`config.mk`:
```
export PLATFORM = sky130hd
export DESIGN_NAME = keccak_round_scheduler
export DESIGN_NICKNAME = d
export VERILOG_FILES = /design/src/rtl/keccak_pkg.sv /design/src/rtl/round_counter.sv /design/src/rtl/keccak_round_scheduler.sv
export SDC_FILE = /design/constraint.sdc
export NUM_CORES = 1
export LEC_CHECK = 0
export BUFFER_PORTS_ARGS = -buffer_cell sky130_fd_sc_hd__buf_2
export CORE_MARGIN = 3
export CORE_UTILIZATION = 45
export CTS_CLUSTER_SIZE = 14
export DETAILED_ROUTE_END_ITERATION = 12
export PLACE_DENSITY = 0.69
export SLEW_MARGIN = 0
export SYNTH_ARGS = -nofsm -noshare
export SYNTH_HDL_FRONTEND = slang
export SYNTH_SLANG_ARGS = --single-unit
```
`constraint.sdc`:
```
create_clock -name clk -period 2.2 [get_ports clk]
set_input_delay 0.33 -clock clk [delete_from_list [all_inputs] [get_ports clk]]
set_output_delay 0.33 -clock clk [all_outputs]
set_load 0.1 [all_outputs]
```
`src/rtl/keccak_pkg.sv`:
```
// rtl/keccak_pkg.sv - shared types and constants for the Keccak-f round scheduler
// Purpose: scheduler state encoding, default round parameters, step ids and a
//          state-to-start-pulse decode shared with the step controllers.
// Ports:   none (package)
package keccak_pkg;

  localparam int NUM_ROUNDS_DEF = 24;
  localparam int RND_W_DEF      = 5;

  // Step ids double as bit positions in the packed start/finish vectors.
  localparam int STEP_THETA = 0;
  localparam int STEP_RHO   = 1;
  localparam int STEP_PI    = 2;
  localparam int STEP_CHI   = 3;
  localparam int STEP_IOTA  = 4;
  localparam int NUM_STEPS  = 5;

  typedef enum logic [3:0] {
    ST_IDLE     = 4'd0,
    ST_INIT     = 4'd1,
    ST_S_THETA  = 4'd2,
    ST_W_THETA  = 4'd3,
    ST_S_RHO    = 4'd4,
    ST_W_RHO    = 4'd5,
    ST_S_PI     = 4'd6,
    ST_W_PI     = 4'd7,
    ST_S_CHI    = 4'd8,
    ST_W_CHI    = 4'd9,
    ST_S_IOTA   = 4'd10,
    ST_W_IOTA   = 4'd11,
    ST_NEXT_RND = 4'd12,
    ST_DONE     = 4'd13
  } pstate_e;

  // One-hot start vector asserted while the scheduler sits in an S_<X> state.
  function automatic logic [NUM_STEPS-1:0] step_start(input pstate_e s);
    logic [NUM_STEPS-1:0] v;
    v = '0;
    case (s)
      ST_S_THETA: v[STEP_THETA] = 1'b1;
      ST_S_RHO:   v[STEP_RHO]   = 1'b1;
      ST_S_PI:    v[STEP_PI]    = 1'b1;
      ST_S_CHI:   v[STEP_CHI]   = 1'b1;
      ST_S_IOTA:  v[STEP_IOTA]  = 1'b1;
      default:    v = '0;
    endcase
    return v;
  endfunction

endpackage

```
`src/rtl/round_counter.sv`:
```
// rtl/round_counter.sv - round index counter for the Keccak-f scheduler
// Purpose: holds the current round; clears on clr_i, increments on inc_i and
//          saturates at NUM_ROUNDS-1 so it never wraps or overflows RND_W.
// Ports:   clk, rst (sync, active-high), clr_i, inc_i -> cnt_o[RND_W-1:0], last_o
module round_counter
  import keccak_pkg::*;
#(
  parameter int NUM_ROUNDS = NUM_ROUNDS_DEF,
  parameter int RND_W      = RND_W_DEF
) (
  input  logic             clk,
  input  logic             rst,
  input  logic             clr_i,
  input  logic             inc_i,
  output logic [RND_W-1:0] cnt_o,
  output logic             last_o
);

  localparam logic [RND_W-1:0] LAST = RND_W'(NUM_ROUNDS - 1);

  logic [RND_W-1:0] cnt_q, cnt_d;

  always_comb begin
    cnt_d = cnt_q;
    if (clr_i) begin
      cnt_d = '0;
    end else if (inc_i && (cnt_q != LAST)) begin
      cnt_d = cnt_q + 1'b1;
    end
  end

  always_ff @(posedge clk) begin
    if (rst) begin
      cnt_q <= '0;
    end else begin
      cnt_q <= cnt_d;
    end
  end

  assign cnt_o  = cnt_q;
  assign last_o = (cnt_q == LAST);

endmodule

```
`src/rtl/keccak_round_scheduler.sv`:
```
// rtl/keccak_round_scheduler.sv - Keccak-f permutation step/round sequencer
// Purpose: runs theta, rho, pi, chi, iota in order for NUM_ROUNDS rounds using a
//          start-pulse/finish-pulse handshake per step unit; drives the round index
//          and the ping-pong state bank select.
// Ports:   clk, rst (sync, active-high), start_i -> busy_o, done_o,
//          round_idx_o[RND_W-1:0], bank_sel_o; per step unit <x>_start_o / <x>_finish_i
//          for x in theta, rho, pi, chi, iota.
module keccak_round_scheduler
  import keccak_pkg::*;
#(
  parameter int NUM_ROUNDS = NUM_ROUNDS_DEF,
  parameter int RND_W      = RND_W_DEF
) (
  input  logic             clk,
  input  logic             rst,
  input  logic             start_i,
  output logic             busy_o,
  output logic             done_o,
  output logic [RND_W-1:0] round_idx_o,
  output logic             bank_sel_o,
  output logic             theta_start_o,
  input  logic             theta_finish_i,
  output logic             rho_start_o,
  input  logic             rho_finish_i,
  output logic             pi_start_o,
  input  logic             pi_finish_i,
  output logic             chi_start_o,
  input  logic             chi_finish_i,
  output logic             iota_start_o,
  input  logic             iota_finish_i
);

  pstate_e              state_q, state_d;
  logic                 busy_q, done_q, bank_sel_q;
  logic [NUM_STEPS-1:0] start_q;
  logic [NUM_STEPS-1:0] fin;
  logic                 bank_tgl;
  logic                 last;

  assign fin = {iota_finish_i, chi_finish_i, pi_finish_i, rho_finish_i, theta_finish_i};

  // A finish only counts in its own W state; anywhere else it is dropped unrecorded.
  always_comb begin
    state_d  = state_q;
    bank_tgl = 1'b0;
    case (state_q)
      ST_IDLE:     if (start_i) state_d = ST_INIT;
      ST_INIT:     state_d = ST_S_THETA;
      ST_S_THETA:  state_d = ST_W_THETA;
      ST_W_THETA:  if (fin[STEP_THETA]) begin state_d = ST_S_RHO;    bank_tgl = 1'b1; end
      ST_S_RHO:    state_d = ST_W_RHO;
      ST_W_RHO:    if (fin[STEP_RHO])   begin state_d = ST_S_PI;     bank_tgl = 1'b1; end
      ST_S_PI:     state_d = ST_W_PI;
      ST_W_PI:     if (fin[STEP_PI])    begin state_d = ST_S_CHI;    bank_tgl = 1'b1; end
      ST_S_CHI:    state_d = ST_W_CHI;
      ST_W_CHI:    if (fin[STEP_CHI])   begin state_d = ST_S_IOTA;   bank_tgl = 1'b1; end
      ST_S_IOTA:   state_d = ST_W_IOTA;
      ST_W_IOTA:   if (fin[STEP_IOTA])  begin state_d = ST_NEXT_RND; bank_tgl = 1'b1; end
      ST_NEXT_RND: state_d = last ? ST_DONE : ST_S_THETA;
      ST_DONE:     state_d = ST_IDLE;
      default:     state_d = ST_IDLE;
    endcase
  end

  // Outputs are decoded from the next state and registered, so they line up
  // exactly with the state they describe without any combinational path out.
  always_ff @(posedge clk) begin
    if (rst) begin
      state_q    <= ST_IDLE;
      busy_q     <= 1'b0;
      done_q     <= 1'b0;
      start_q    <= '0;
      bank_sel_q <= 1'b0;
    end else begin
      state_q <= state_d;
      busy_q  <= (state_d != ST_IDLE);
      done_q  <= (state_d == ST_DONE);
      start_q <= step_start(state_d);
      if (state_q == ST_INIT) begin
        bank_sel_q <= 1'b0;
      end else if (bank_tgl) begin
        bank_sel_q <= ~bank_sel_q;
      end
    end
  end

  round_counter #(
    .NUM_ROUNDS(NUM_ROUNDS),
    .RND_W     (RND_W)
  ) u_round_counter (
    .clk   (clk),
    .rst   (rst),
    .clr_i (state_q == ST_INIT),
    .inc_i (state_q == ST_NEXT_RND),
    .cnt_o (round_idx_o),
    .last_o(last)
  );

  assign busy_o        = busy_q;
  assign done_o        = done_q;
  assign bank_sel_o    = bank_sel_q;
  assign theta_start_o = start_q[STEP_THETA];
  assign rho_start_o   = start_q[STEP_RHO];
  assign pi_start_o    = start_q[STEP_PI];
  assign chi_start_o   = start_q[STEP_CHI];
  assign iota_start_o  = start_q[STEP_IOTA];

endmodule

```
After elaboration in Yosys (flattened, before gate mapping)
Cells that the tools add are included.

operators by class
  add/subtract/negate cells = 1
  multipliers = 0
  div/mod/pow operators = 0
  order comparisons = 0
  equality and inequality tests = 20
  shift operators = 0
  muxes and demuxes = 19
  bitwise gates (word level) = 1
  reduce and logical (&&, ||, !) cells = 4

operators with widths
  operator                                                               count
  4-bit one-hot mux with 13 select lines                                 1
  4-bit equality test, second input constant                             8
  4-bit two-way mux                                                      7
  4-bit by 3-bit equality test with 1-bit output, second input constant  6
  4-bit by 2-bit equality test with 1-bit output, second input constant  3
  1-bit two-way mux                                                      10
  5-bit by 1-bit adder with 5-bit output, second input constant          1
  5-bit equality test, second input constant                             1
  5-bit != test, second input constant                                   1
  1-bit one-hot mux with 5 select lines                                  1
  4-bit by 1-bit equality test with 1-bit output, second input constant  1
  4-bit zero test                                                        1
  4-bit nonzero test                                                     1
  2-bit OR reduction                                                     1
  1-bit logical AND                                                      1
  1-bit inverter                                                         1

storage, ports and cells
  flip-flop bits (word level) = 17
  bits in latches = 0
  memory bits (writable) = 0
  bits in read-only memories = 0
  memories = 0

Depth between registers and ports, before layout
  depth after elaboration = 5
  gate-level depth with buffers = 6
  depth with buffers taken out = 5

Hierarchy
Synthesis repeated with hierarchy kept, for this count alone.

second synthesis, totals
  cell total of the unflattened synthesis = 100
  area, all modules = 879.6 µm²

by module, submodules not included
  module                  instances  cells an instance  area each (µm²)  seq. area each (µm²)
  keccak_round_scheduler  1          74                 634.4            240.2
  round_counter           1          26                 245.2            100.1

Least setup slack after synthesis
OpenSTA, ideal clock, no wires.

  kind = register -> register
  from = reg u_round_counter.cnt_q[0] (netlist: u_round_counter.cnt_o[0])
  to = reg busy_q (netlist: busy_o)
  arrival = 2386 ps
  data required time = 2080 ps
  setup slack = -306 ps
  cell stages (with the launch flop) = 7
  buffers on the path = 1
  period minus slack after synthesis = 2506 ps
  cell sequence = dfxtp_1 > ha_1 > nand4b_1 > and2_4 > buf_6 > a221o_1 > o31a_1

between the ends
  cells in the longest elaborated chain, start to end = 4

ends and longest elaborated chain
  element                                 RTL line                      text
  from (decl)                             round_counter.sv:21           logic [RND_W-1:0] cnt_q, cnt_d;
  from (signal assigned)                  round_counter.sv:36           cnt_q <= cnt_d;
  5-bit equality test                     round_counter.sv:41           assign last_o = (cnt_q == LAST);
  4-bit two-way mux                       keccak_round_scheduler.sv:59  ST_NEXT_RND: state_d = last ? ST_DONE : ST_S_THETA;
  4-bit one-hot mux with 13 select lines  keccak_round_scheduler.sv:46  case (state_q)
  4-bit nonzero test                      keccak_round_scheduler.sv:76  busy_q <= (state_d != ST_IDLE);
  to (signal assigned)                    keccak_round_scheduler.sv:76
  to (decl)                               keccak_round_scheduler.sv:34  logic busy_q, done_q, bank_sel_q;

No other way between the ends.
A chain may end at the register's enable or synchronous reset.

Final worst setup path
  from = reg state_q[3]
  to = reg start_q[4]

between the ends
  cells in the longest elaborated chain, start to end = 4

ends and longest elaborated chain
  element                                      RTL line                      text
  from (decl)                                  keccak_round_scheduler.sv:33  pstate_e state_q, state_d;
  from (signal assigned)                       keccak_round_scheduler.sv:75  state_q <= state_d;
  4-bit equality test (tied with other cells)  keccak_round_scheduler.sv:46
  4-bit one-hot mux with 13 select lines (*)   keccak_round_scheduler.sv:46
  4-bit equality test (*)                      keccak_pkg.sv:39              case (s)
  1-bit two-way mux (*)                        keccak_pkg.sv:39
  to (signal assigned)                         keccak_round_scheduler.sv:78  start_q <= step_start(state_d);
  to (decl)                                    keccak_round_scheduler.sv:35  logic [NUM_STEPS-1:0] start_q;

Mark *: on every way between the ends. The rest lies on a longest branch, timed or not.

==> out/results.ini <==
[status]
status=complete, no violations

[worst_hold_path]
hp-class=in -> reg

[global_routing]
grt_pass1_wl_um=3090
grt_max_degree=18
grt.overflow.total=0
grt_pass1_vias=714
antenna_found_initial=0
track_usage_pct=16.2

[cts]
worstSkewPairLatency_ps=290
cts_buffer_depth=2
cts-root-buf=clkbuf_4
clkSlewWorstSetupHoldPaths_ps=100
htree_levels=1
holdBufCountCts=0
cts_buffers=3
cts_resized=0
cts.sinks=17
post_cts_buffers=0
cts_tree=done

[synthesis]
synth_ff_type=dfxtp_1
synth-edff-count=0
synthCells=102
yosys.area.top_type=dfxtp_1
avgSynthCellArea_sq_um=8.87
ys_types=44
syn-cell-area_sq_um=905
ys_warn_count=0
yosysMostFrequentCell=dfxtp_1
yosys-top-cells-area=dfxtp_1 38%, nor2b_1 3.5%, nor4_1 3.5%
synth_nets=111
synthArstFlopShare_pct=0
synthTopCellsByCount=17 x dfxtp_1, 8 x nor2_1, 6 x inv_1, 5 x nor2b_1, 5 x nor4_1
ys_seq_area_share_pct=37.6
synth_top_area_share_pct=37.6
ys_ff_latch=17

[setup_path]
end_kind=flop
cp_slowest_cell=dfxtp_1
cp_data_required_time_ps=2380
cpPeakStageDelay_ps=660
arrival_ps=2030
startpoint_type=flop
worstSetupPathType=reg -> reg
cp_cell_sequence=nor2b_1 -> a32oi_1 -> o211ai_1 -> nor4_1
cp_top_family=flip-flops
critPathBufInv=0
cp_max_fo=17

[run]
maxCapViolCount=0

[layout]
instances_no_fill=145
area_growth_syn_to_layout_pct=13.4
fin_area_sq_um=1030
antenna_cells=0
final_core_util_pct=56.9
drive_gt1_share_pct=25.0
nets=130

[die]
ios=21
num_rows=15
dieHeight_um=50.8
die_w_um=50.8
core_area_sq_um=1800
die_area_sq_um=2580
initial_core_util_pct=50.2

[placement]
hpwl_um=1440
post_dp_cell_area_sq_um=998
portBuffers=20
gp_congestion=0.820
placed_cells=141

[timing]
tns_ps=0
skew_ps=6.75
slew_violations=0
worstMarginPinSlew_ps=516
fmax_mhz=542
rsz0062_at_grt=false
period_minus_slack_ps=1850
maxSlewHeadroom_pct=65.5
fin_crit_sh_pct=83.9
setup_violations=0
fin_hold_ws_ps=254
hold_viol=0

[pwr]
power.density_nw_per_um2=635
peakVddDrop_uv=500
leakage_nw=0.435

[drt]
drtIter0Drc=26
vias=814
first_pass_iters=4
wl_um=1890
wl_per_cell_um=13.0
antenna_left=0
via_per_inst=5.61
route.detailed.drc=0

[per-layer routing]
| layer | up-vias | part of all wire (%) | track usage (%) |
|---|---|---|---|
| met1 | 375 | 43 | 20.0 |
| met2 | 26 | 51 | 26.5 |
| li1 | 411 | - | - |
| met5 | - | 0 | 0 |
| met4 | 0 | 0.53 | 5.38 |
| met3 | 2 | 5.7 | 5.25 |
[layout by cell type, fill, tap and decap left out, drive strengths merged, types with 2 or more instances in the layout]
cell,n
nor4,5
and3,2
xor2,2
inv,6
o21ai,2
o211ai,2
buf,20
nor2,8
nor2b,5
mux2i,3
nand3,4
nand2b,2
dfxtp,17
nand2,2
clkbuf,3
a21boi,2
a221o,2
a21oi,4
and2,3
nor3,3
[state kept, by name, summed over array words and instances, names as in the netlist]
register               count
bank_sel_o                 1
busy_o                     1
done_o                     1
start_q                    5
state_q                    4
u_round_counter.cnt_o      5
[where the power goes]
group / switching (W) / internal, W / leakage [nW] / total [W]
combinational: 0.000102 / 0.0000448 / 0.277 / 0.000147
clock: 0.0000982 / 0.0000676 / 0.0177 / 0.000166
sequential: 0.0000184 / 0.000320 / 0.140 / 0.000339
[final timing paths]
check | depth (start not counted) | slack, ps | start | endpoint
setup / recovery | 4 | 350 | state_q[3]$_SDFF_PP0_ | start_q[4]$_SDFF_PP0_
hold / removal | 2 | 250 | rst | state_q[2]$_SDFF_PP0_
setup reg to reg | 4 | 350 | state_q[3]$_SDFF_PP0_ | start_q[4]$_SDFF_PP0_
hold reg to reg | 2 | 520 | u_round_counter.cnt_o[1]$_SDFFE_PP0N_ | u_round_counter.cnt_o[1]$_SDFFE_PP0N_
[cells by family (layout without fill, tap and decap cells)]
kind of cell	after synthesis	count (layout)	share of synthesized area (%)
AND/OR/NAND/NOR	42	42	27.9
AO/OA/AOI/OAI	24	24	19.6
flip-flops	17	17	37.6
buffers and inverters	12	30	7.19
XOR/XNOR	3	3	2.91
multiplexers	3	3	3.32
adder cells (fa/ha/maj)	1	1	1.38
[stage by stage]
stage | worst slack (ps) | total power, W
CTS | 380 | 0.000658
global placement | 458 | 0.000493
global route | 249 | 0.000686
floorplan | 79.7 | 0.000462
finish | 355 | 0.000651
detailed placement | 413 | 0.000490
[final cells by class]
class / instances / area [sq um]
Tap cell: 25 / 31.3
Sequential cell: 17 / 345
Inverter: 6 / 22.5
Clock inverter: 1 / 5.00
Clock buffer: 3 / 22.5
Timing Repair Buffer: 20 / 100
Multi-Input combinational cell: 73 / 499
Fill cell: 183 / 776
No activity file was read; power rests on OpenSTA's default activity.
